$ cat config.mk
export PLATFORM = sky130hd
export DESIGN_NAME = multi_strob_gen
export DESIGN_NICKNAME = d
export VERILOG_FILES = /design/src/rtl/multi_strob_gen.sv
export SDC_FILE = /design/constraint.sdc
export NUM_CORES = 2
export LEC_CHECK = 0
export ABC_AREA = 0
export CAP_MARGIN = 0
export CORE_ASPECT_RATIO = 1.1
export CORE_UTILIZATION = 56
export DETAILED_ROUTE_END_ITERATION = 8
export PLACE_DENSITY_LB_ADDON = 0.2
export SETUP_SLACK_MARGIN = 0.2
export SLEW_MARGIN = 20
export SYNTH_ARGS = -nofsm -noshare
export SYNTH_HDL_FRONTEND = slang
export SYNTH_SLANG_ARGS = --single-unit
$ cat constraint.sdc
create_clock -name clk -period 15.45 [get_ports clk]
set_input_delay 1.545 -clock clk [delete_from_list [all_inputs] [get_ports clk]]
set_output_delay 1.545 -clock clk [all_outputs]
set_load 0.005 [all_outputs]
$ cat src/rtl/multi_strob_gen.sv
// Multi-channel system strobe generator.
// A shared epoch grid (integer period plus fractional offset, after a start delay) drives
// CHANNELS strobe outputs. Each channel jitters its strobe inside a clamped window and
// may drop it with a programmable loss probability, using its own Galois LFSR.
module multi_strob_gen #(
  parameter int unsigned CHANNELS = 4,
  parameter int unsigned CNT_W    = 32,
  parameter int unsigned FRAC_W   = 16,
  parameter logic [31:0] SEED     = 32'h1ACE_B00C
) (
  input  logic                clk,
  input  logic                reset,
  input  logic                ce,
  input  logic                start,
  input  logic                stop,
  input  logic [CNT_W-1:0]    period,
  input  logic [FRAC_W-1:0]   period_frac,
  input  logic [CNT_W-1:0]    start_delay,
  input  logic [15:0]         error_val,
  input  logic [15:0]         p_loss,
  input  logic [CHANNELS-1:0] ch_en,
  output logic [CHANNELS-1:0] strob,
  output logic [CHANNELS-1:0] lost,
  output logic                epoch,
  output logic                running
);

  typedef enum logic [1:0] {StIdle, StDelay, StRun} state_e;

  // Galois feedback mask for x^32 + x^22 + x^2 + x + 1 (right-shifting form).
  localparam logic [31:0] LfsrMask = 32'h8020_0003;

  function automatic logic [31:0] chan_seed(input int unsigned ch);
    logic [31:0] s;
    s = SEED ^ (32'(ch) * 32'h9E37_79B9);
    if (s == 32'd0) s = 32'd1;
    return s;
  endfunction

  function automatic logic [31:0] lfsr_step(input logic [31:0] x);
    return x[0] ? ((x >> 1) ^ LfsrMask) : (x >> 1);
  endfunction

  state_e              state_q;
  logic [CNT_W-1:0]    dly_q;
  logic [CNT_W-1:0]    per_q;
  logic [FRAC_W-1:0]   frac_acc_q;
  logic [CNT_W-1:0]    period_q;
  logic [FRAC_W-1:0]   frac_q;
  logic [15:0]         err_q;
  logic [15:0]         ploss_q;
  logic [CHANNELS-1:0] chen_q;
  logic [31:0]         lfsr_q [CHANNELS];
  logic [15:0]         pend_q [CHANNELS];
  logic [CHANNELS-1:0] pend_vld_q;

  logic [CNT_W-1:0]    p_eff;
  logic [CNT_W-1:0]    p_m1;
  logic [15:0]         eff_err;
  logic [FRAC_W:0]     frac_sum;
  logic                epoch_now;
  logic [CHANNELS-1:0] loss;
  logic [15:0]         off [CHANNELS];

  // Derived timing values and per-channel draws from the current LFSR state.
  always_comb begin
    p_eff     = (period_q == '0) ? CNT_W'(1) : period_q;
    p_m1      = p_eff - CNT_W'(1);
    // Window never reaches the next epoch, so a pending strobe always drains first.
    eff_err   = (p_m1 < CNT_W'(err_q)) ? p_m1[15:0] : err_q;
    frac_sum  = {1'b0, frac_acc_q} + {1'b0, frac_q};
    epoch_now = ((state_q == StDelay) && (dly_q == '0)) ||
                ((state_q == StRun) && (per_q == '0));
    loss      = '0;
    for (int i = 0; i < int'(CHANNELS); i++) begin
      loss[i] = (ploss_q == 16'hFFFF) || (lfsr_q[i][15:0] < ploss_q);
      off[i]  = 16'((33'(lfsr_q[i][31:16]) * (33'(eff_err) + 33'd1)) >> 16);
    end
  end

  // Control FSM, epoch grid, per-channel pending countdowns and registered outputs.
  always_ff @(posedge clk) begin
    if (reset) begin
      state_q    <= StIdle;
      dly_q      <= '0;
      per_q      <= '0;
      frac_acc_q <= '0;
      period_q   <= '0;
      frac_q     <= '0;
      err_q      <= '0;
      ploss_q    <= '0;
      chen_q     <= '0;
      pend_vld_q <= '0;
      strob      <= '0;
      lost       <= '0;
      epoch      <= 1'b0;
      running    <= 1'b0;
      for (int i = 0; i < int'(CHANNELS); i++) begin
        lfsr_q[i] <= chan_seed(i);
        pend_q[i] <= '0;
      end
    end else begin
      strob <= '0;
      lost  <= '0;
      epoch <= 1'b0;
      if (stop) begin
        state_q    <= StIdle;
        running    <= 1'b0;
        pend_vld_q <= '0;
      end else if (start) begin
        state_q    <= StDelay;
        running    <= 1'b1;
        period_q   <= period;
        frac_q     <= period_frac;
        err_q      <= error_val;
        ploss_q    <= p_loss;
        chen_q     <= ch_en;
        dly_q      <= start_delay;
        frac_acc_q <= '0;
        pend_vld_q <= '0;
        for (int i = 0; i < int'(CHANNELS); i++) begin
          lfsr_q[i] <= chan_seed(i);
        end
      end else if (ce && (state_q != StIdle)) begin
        for (int i = 0; i < int'(CHANNELS); i++) begin
          lfsr_q[i] <= lfsr_step(lfsr_q[i]);
          if (pend_vld_q[i]) begin
            if (pend_q[i] == '0) begin
              strob[i]      <= 1'b1;
              pend_vld_q[i] <= 1'b0;
            end else begin
              pend_q[i] <= pend_q[i] - 16'd1;
            end
          end
        end
        if (epoch_now) begin
          epoch      <= 1'b1;
          state_q    <= StRun;
          frac_acc_q <= frac_sum[FRAC_W-1:0];
          per_q      <= p_m1 + CNT_W'(frac_sum[FRAC_W]);
          for (int i = 0; i < int'(CHANNELS); i++) begin
            if (chen_q[i]) begin
              if (loss[i]) begin
                lost[i] <= 1'b1;
              end else if (off[i] == '0) begin
                strob[i] <= 1'b1;
              end else begin
                // Counting down off-1 lands the pulse exactly off ce edges after the epoch.
                pend_vld_q[i] <= 1'b1;
                pend_q[i]     <= off[i] - 16'd1;
              end
            end
          end
        end else if (state_q == StDelay) begin
          dly_q <= dly_q - CNT_W'(1);
        end else begin
          per_q <= per_q - CNT_W'(1);
        end
      end
    end
  end

endmodule
==> results list <==
* Register area share after synthesis: 15.6%
- Post-route setup slack: 1020 ps
- Number of CTS-inserted buffers: 43
- The count of pins over their slew limit is 0.
- Setup violations remaining at the end of the flow were counted as 0.
- In the synthesized netlist the async set-or-reset flop fraction comes to 0%.
- Worst Hold End: frac_q[8]$_SDFFE_PP0P_
- The internal portion of the total power is between 4 and 5 mW.
- Worst relative slew slack: 20.4%
* Number of instances in the placed design: 8065
- Across every metal layer, demand over resource in global routing totals between 30% and 40%.
* Die Footprint: about 100000 µm²
* Reg-to-reg endpoint: pend_q[2][10]$_DFFE_PP_
- The via count of the first global-routing pass came to 48.7k.
- After global routing the overflow that remains totals 0.
- Summed over all nets, the half-perimeter wirelength after detailed placement is 121 mm.
* Initial antenna violation count: 3
- The smallest clock period supported by the final layout is computed as approximately 14000 ps.
* Leakage power: 28.0 nW
- TritonCTS clock tree: built
- For this configuration, the core starts out at a cell density of 56.6%.
- The hold violation total from the final report is 0.
* Number of synthesized register bits: 372
- The synthesized design spends more area on one cell type than any other, namely sky130_fd_sc_hd__fa_1.
* Via count: 47.1k
- Setup repair after global routing left no endpoint under its margin.
- The number of nets handed over by synthesis was 8254.
- Worst setup skew after layout: 19.6 ps
- After clock tree synthesis, the flow added hold-fix buffers numbering 0.
* Class of the most critical hold timing path: flip-flop to flip-flop
- The post-route netlist has approximately 4.3% of its cells at a drive strength greater than 1.
* Reg-to-Reg Start: period_q[23]$_SDFFE_PP0P_
* Buffers from clock root to sink, at most: 3
- The number of buffers and inverters on the critical path is 8.
- Period utilization: 93.4%
* Logic gate share of total power: around 78%
- For the worst setup path, the data required time is 15720 ps.
* Clock network fraction of total power: 11.2%
- After synthesis, the largest area contributor takes up around 28% of total cell area.
- The analysis attributes to net switching a power of ~5.3 mW.
- Area growth from synthesis to final layout: 7.68%
- On the critical path the largest part of the delay comes from compound AO/OA/AOI/OAI gates.
- Worst path arrival time: ~15000 ps
* Clock Latency Late Sink: 620 ps
* Max-cap viol count: 0
- Post-synthesis cell count: roughly 6.8k
- The share of total power dissipated in sequential elements is between 10% and 20%.
- The startpoint identified for the worst hold timing path is frac_q[8]$_SDFFE_PP0P_.
* Final Instance Count excl. Fillers: 8155
- CP max stage cell: sky130_fd_sc_hd__a21oi_4
* Count of cell types in the netlist: 95
- Post-Place Setup Slack: -110 ps
- Clock-pin slew was measured on the worst setup and hold paths at 60 ps.
- Number of synthesized flops with an enable pin: 160
- Final cell utilization of the core: 61.0%
* Drt drc: 0
- Nature of the critical path endpoint: flip-flop
- For this block, the initial DRC count from the detailed router was 3288.
- From left edge to right edge, the die measures 309 µm.
- In this run the worst path has a maximum fanout of 27.
- In the final design database the tool counted 8188 nets.
* DR WL/cell: 19.6 µm
- The first global-routing pass estimated roughly 260 mm of wire.
- Largest net degree at the start of global routing: 88
- WS Path Type: flip-flop to flip-flop
- Number of warnings reported in the yosys synthesis log: 0
* Max incr delay on CP: 620 ps
- Total Negative Setup Slacks: 0 ps
* Via-per-instance ratio: 5.77
- By instance count, the leading cell after synthesis is sky130_fd_sc_hd__inv_1.
- The floorplan step set the die height to ~340 µm.
- Sorting the synthesized cells by area gives the leading types as sky130_fd_sc_hd__fa_1 (28%), sky130_fd_sc_hd__ha_1 (11%), sky130_fd_sc_hd__edfxtp_1 (8.3%).
- Clock sink count: 372
- In this run the tool buffered the top-level ports with 130 buffer cells.
- In this run the register-to-register setup slack is around 1000 ps.
- Switching share of power: 52.3%
- Launching element type of the critical path: flip-flop
- Post-synthesis instance area: 58000 µm²
- The core region is 102000 µm².
* Result of the run: finished clean
- The pre-antenna-repair detailed-routing pass consisted of 6 iterations.
- Dividing the synthesized area by the synthesized cell count gives 8.52 µm².
- Count of standard-cell rows: 123
- Maximum achievable frequency: approximately 69 MHz
- Pwr/cell area: about 160 nW/µm²
- Dominant synthesized flop cell: sky130_fd_sc_hd__dfxtp_1
- For the pin with the worst max-slew slack, the measured transition is 1180 ps.
* Number of instances on the worst hold path: 2
- Sorting the synthesized cells by how often they occur yields sky130_fd_sc_hd__inv_1 (1067), sky130_fd_sc_hd__nand2_1 (942), sky130_fd_sc_hd__fa_1 (825).
- At the end of routability-driven placement, the weighted congestion stood at 0.923.
* Worst vdd rail ir drop: 0.261 mV
* Clock tree root driver cell: sky130_fd_sc_hd__clkbuf_16
- Deepest level of the CTS H-tree: 2
* Number of cells traversed by the worst register-to-register path: 47
* Wire length after detailed routing: 160 mm
* Final ANT Viol Nets: 0
- Min Hold Slack: 457 ps
- Num ports: 131
## worst max-delay path by stage
stage	start	endpoint	slack, ps	depth (start not counted)
after CTS	period_q[13]$_SDFFE_PP0P_	pend_q[3][12]$_DFFE_PP_	360	55
after global placement	period_q[13]$_SDFFE_PP0P_	pend_q[3][5]$_DFFE_PP_	270	55
after floorplan	period_q[14]$_SDFFE_PP0P_	pend_q[1][10]$_SDFFCE_PN0P_	1200	61
final	period_q[23]$_SDFFE_PP0P_	pend_q[2][10]$_DFFE_PP_	1020	47
after detailed placement	period_q[13]$_SDFFE_PP0P_	pend_q[3][5]$_DFFE_PP_	-110	54
after global routing	period_q[14]$_SDFFE_PP0P_	pend_q[1][12]$_SDFFCE_PN0P_	170	56
## cell families after synthesis
logic type	share of synthesized area, %
simple gates	21.5
compound gates	10.1
flops	15.6
xor+xnor	3.91
fa+ha+maj	39.2
buf+inv	9.19
mux	0.440
## through the flow
| stage | total power [mW] | instance area, µm² |
|---|---|---|
| global placement | 8.67 | 60700 |
| floorplan | 6.88 | 58000 |
| CTS | 9.99 | 62300 |
| finish | 10.1 | 62500 |
| global route | 11.1 | 62500 |
| detailed placement | 8.79 | 60700 |
## metal layers
metal,part of all wire (%),routed length [µm],vias to the layer above,track usage (%)
met2,48,77200,1567,52.7
li1,-,-,21729,-
met4,4.7,7460,6,13.4
met3,6.4,10200,356,4.55
met5,0.023,37,-,0
met1,41,64700,23396,39.6
## worst min-delay path, delay by kind of cell, from the launching register on
kind / cells / cell delay, ps
AND/OR/NAND/NOR: 1 / 50
AO/OA/AOI/OAI: 1 / 50
flip-flops: 1 / 310
## power by group through the flow
stage / Clock [mW] / Sequential (mW) / Combinational [mW]
after floorplan: 0 / 1.10 / 5.79
after global placement: 0 / 1.13 / 7.55
after CTS: 1.14 / 1.11 / 7.74
after global routing: 1.17 / 1.11 / 8.85
final: 1.12 / 1.11 / 7.83
after detailed placement: 0 / 1.13 / 7.66
## sequential cells by signal (all words and copies together), names as in the netlist, 16 cells and up
register	count
lfsr_q	128
pend_q	64
dly_q	32
per_q	32
period_q	32
err_q	16
frac_acc_q	16
frac_q	16
ploss_q	16
## layout make-up
type | instances | area, µm²
Antenna cell | 2 | 5.00
Timing Repair Buffer | 234 | 2140
Sequential cell | 372 | 9050
Clock buffer | 51 | 1160
Inverter | 1067 | 4010
Tap cell | 1375 | 1720
Fill cell | 9148 | 40000
Clock inverter | 28 | 358
Multi-Input combinational cell | 5026 | 44000
## cells in the final DEF, fill, tap and decap left out, drive strengths merged, types with 84 or more instances in the layout
| master | count |
|---|---|
| or3 | 84 |
| fa | 825 |
| nor2 | 293 |
| a21oi | 291 |
| edfxtp | 160 |
| ha | 498 |
| xor2 | 85 |
| nand3 | 96 |
| nor3 | 119 |
| buf | 106 |
| nand2 | 942 |
| xnor2 | 174 |
| a21o | 94 |
| dfxtp | 212 |
| o21ai | 175 |
| clkdlybuf4s50 | 128 |
| inv | 1068 |
| and2 | 615 |
## repair_timing
item                                    4_1_cts  5_1_grt
hold endpoints to repair                      0        0
endpoints found under the setup margin       33      132
pin swaps                                     0        2
setup buffers                                 0        9
gates resized for setup                       3       26
gates cloned                                  0        0
(Power assumes the default switching activity.)
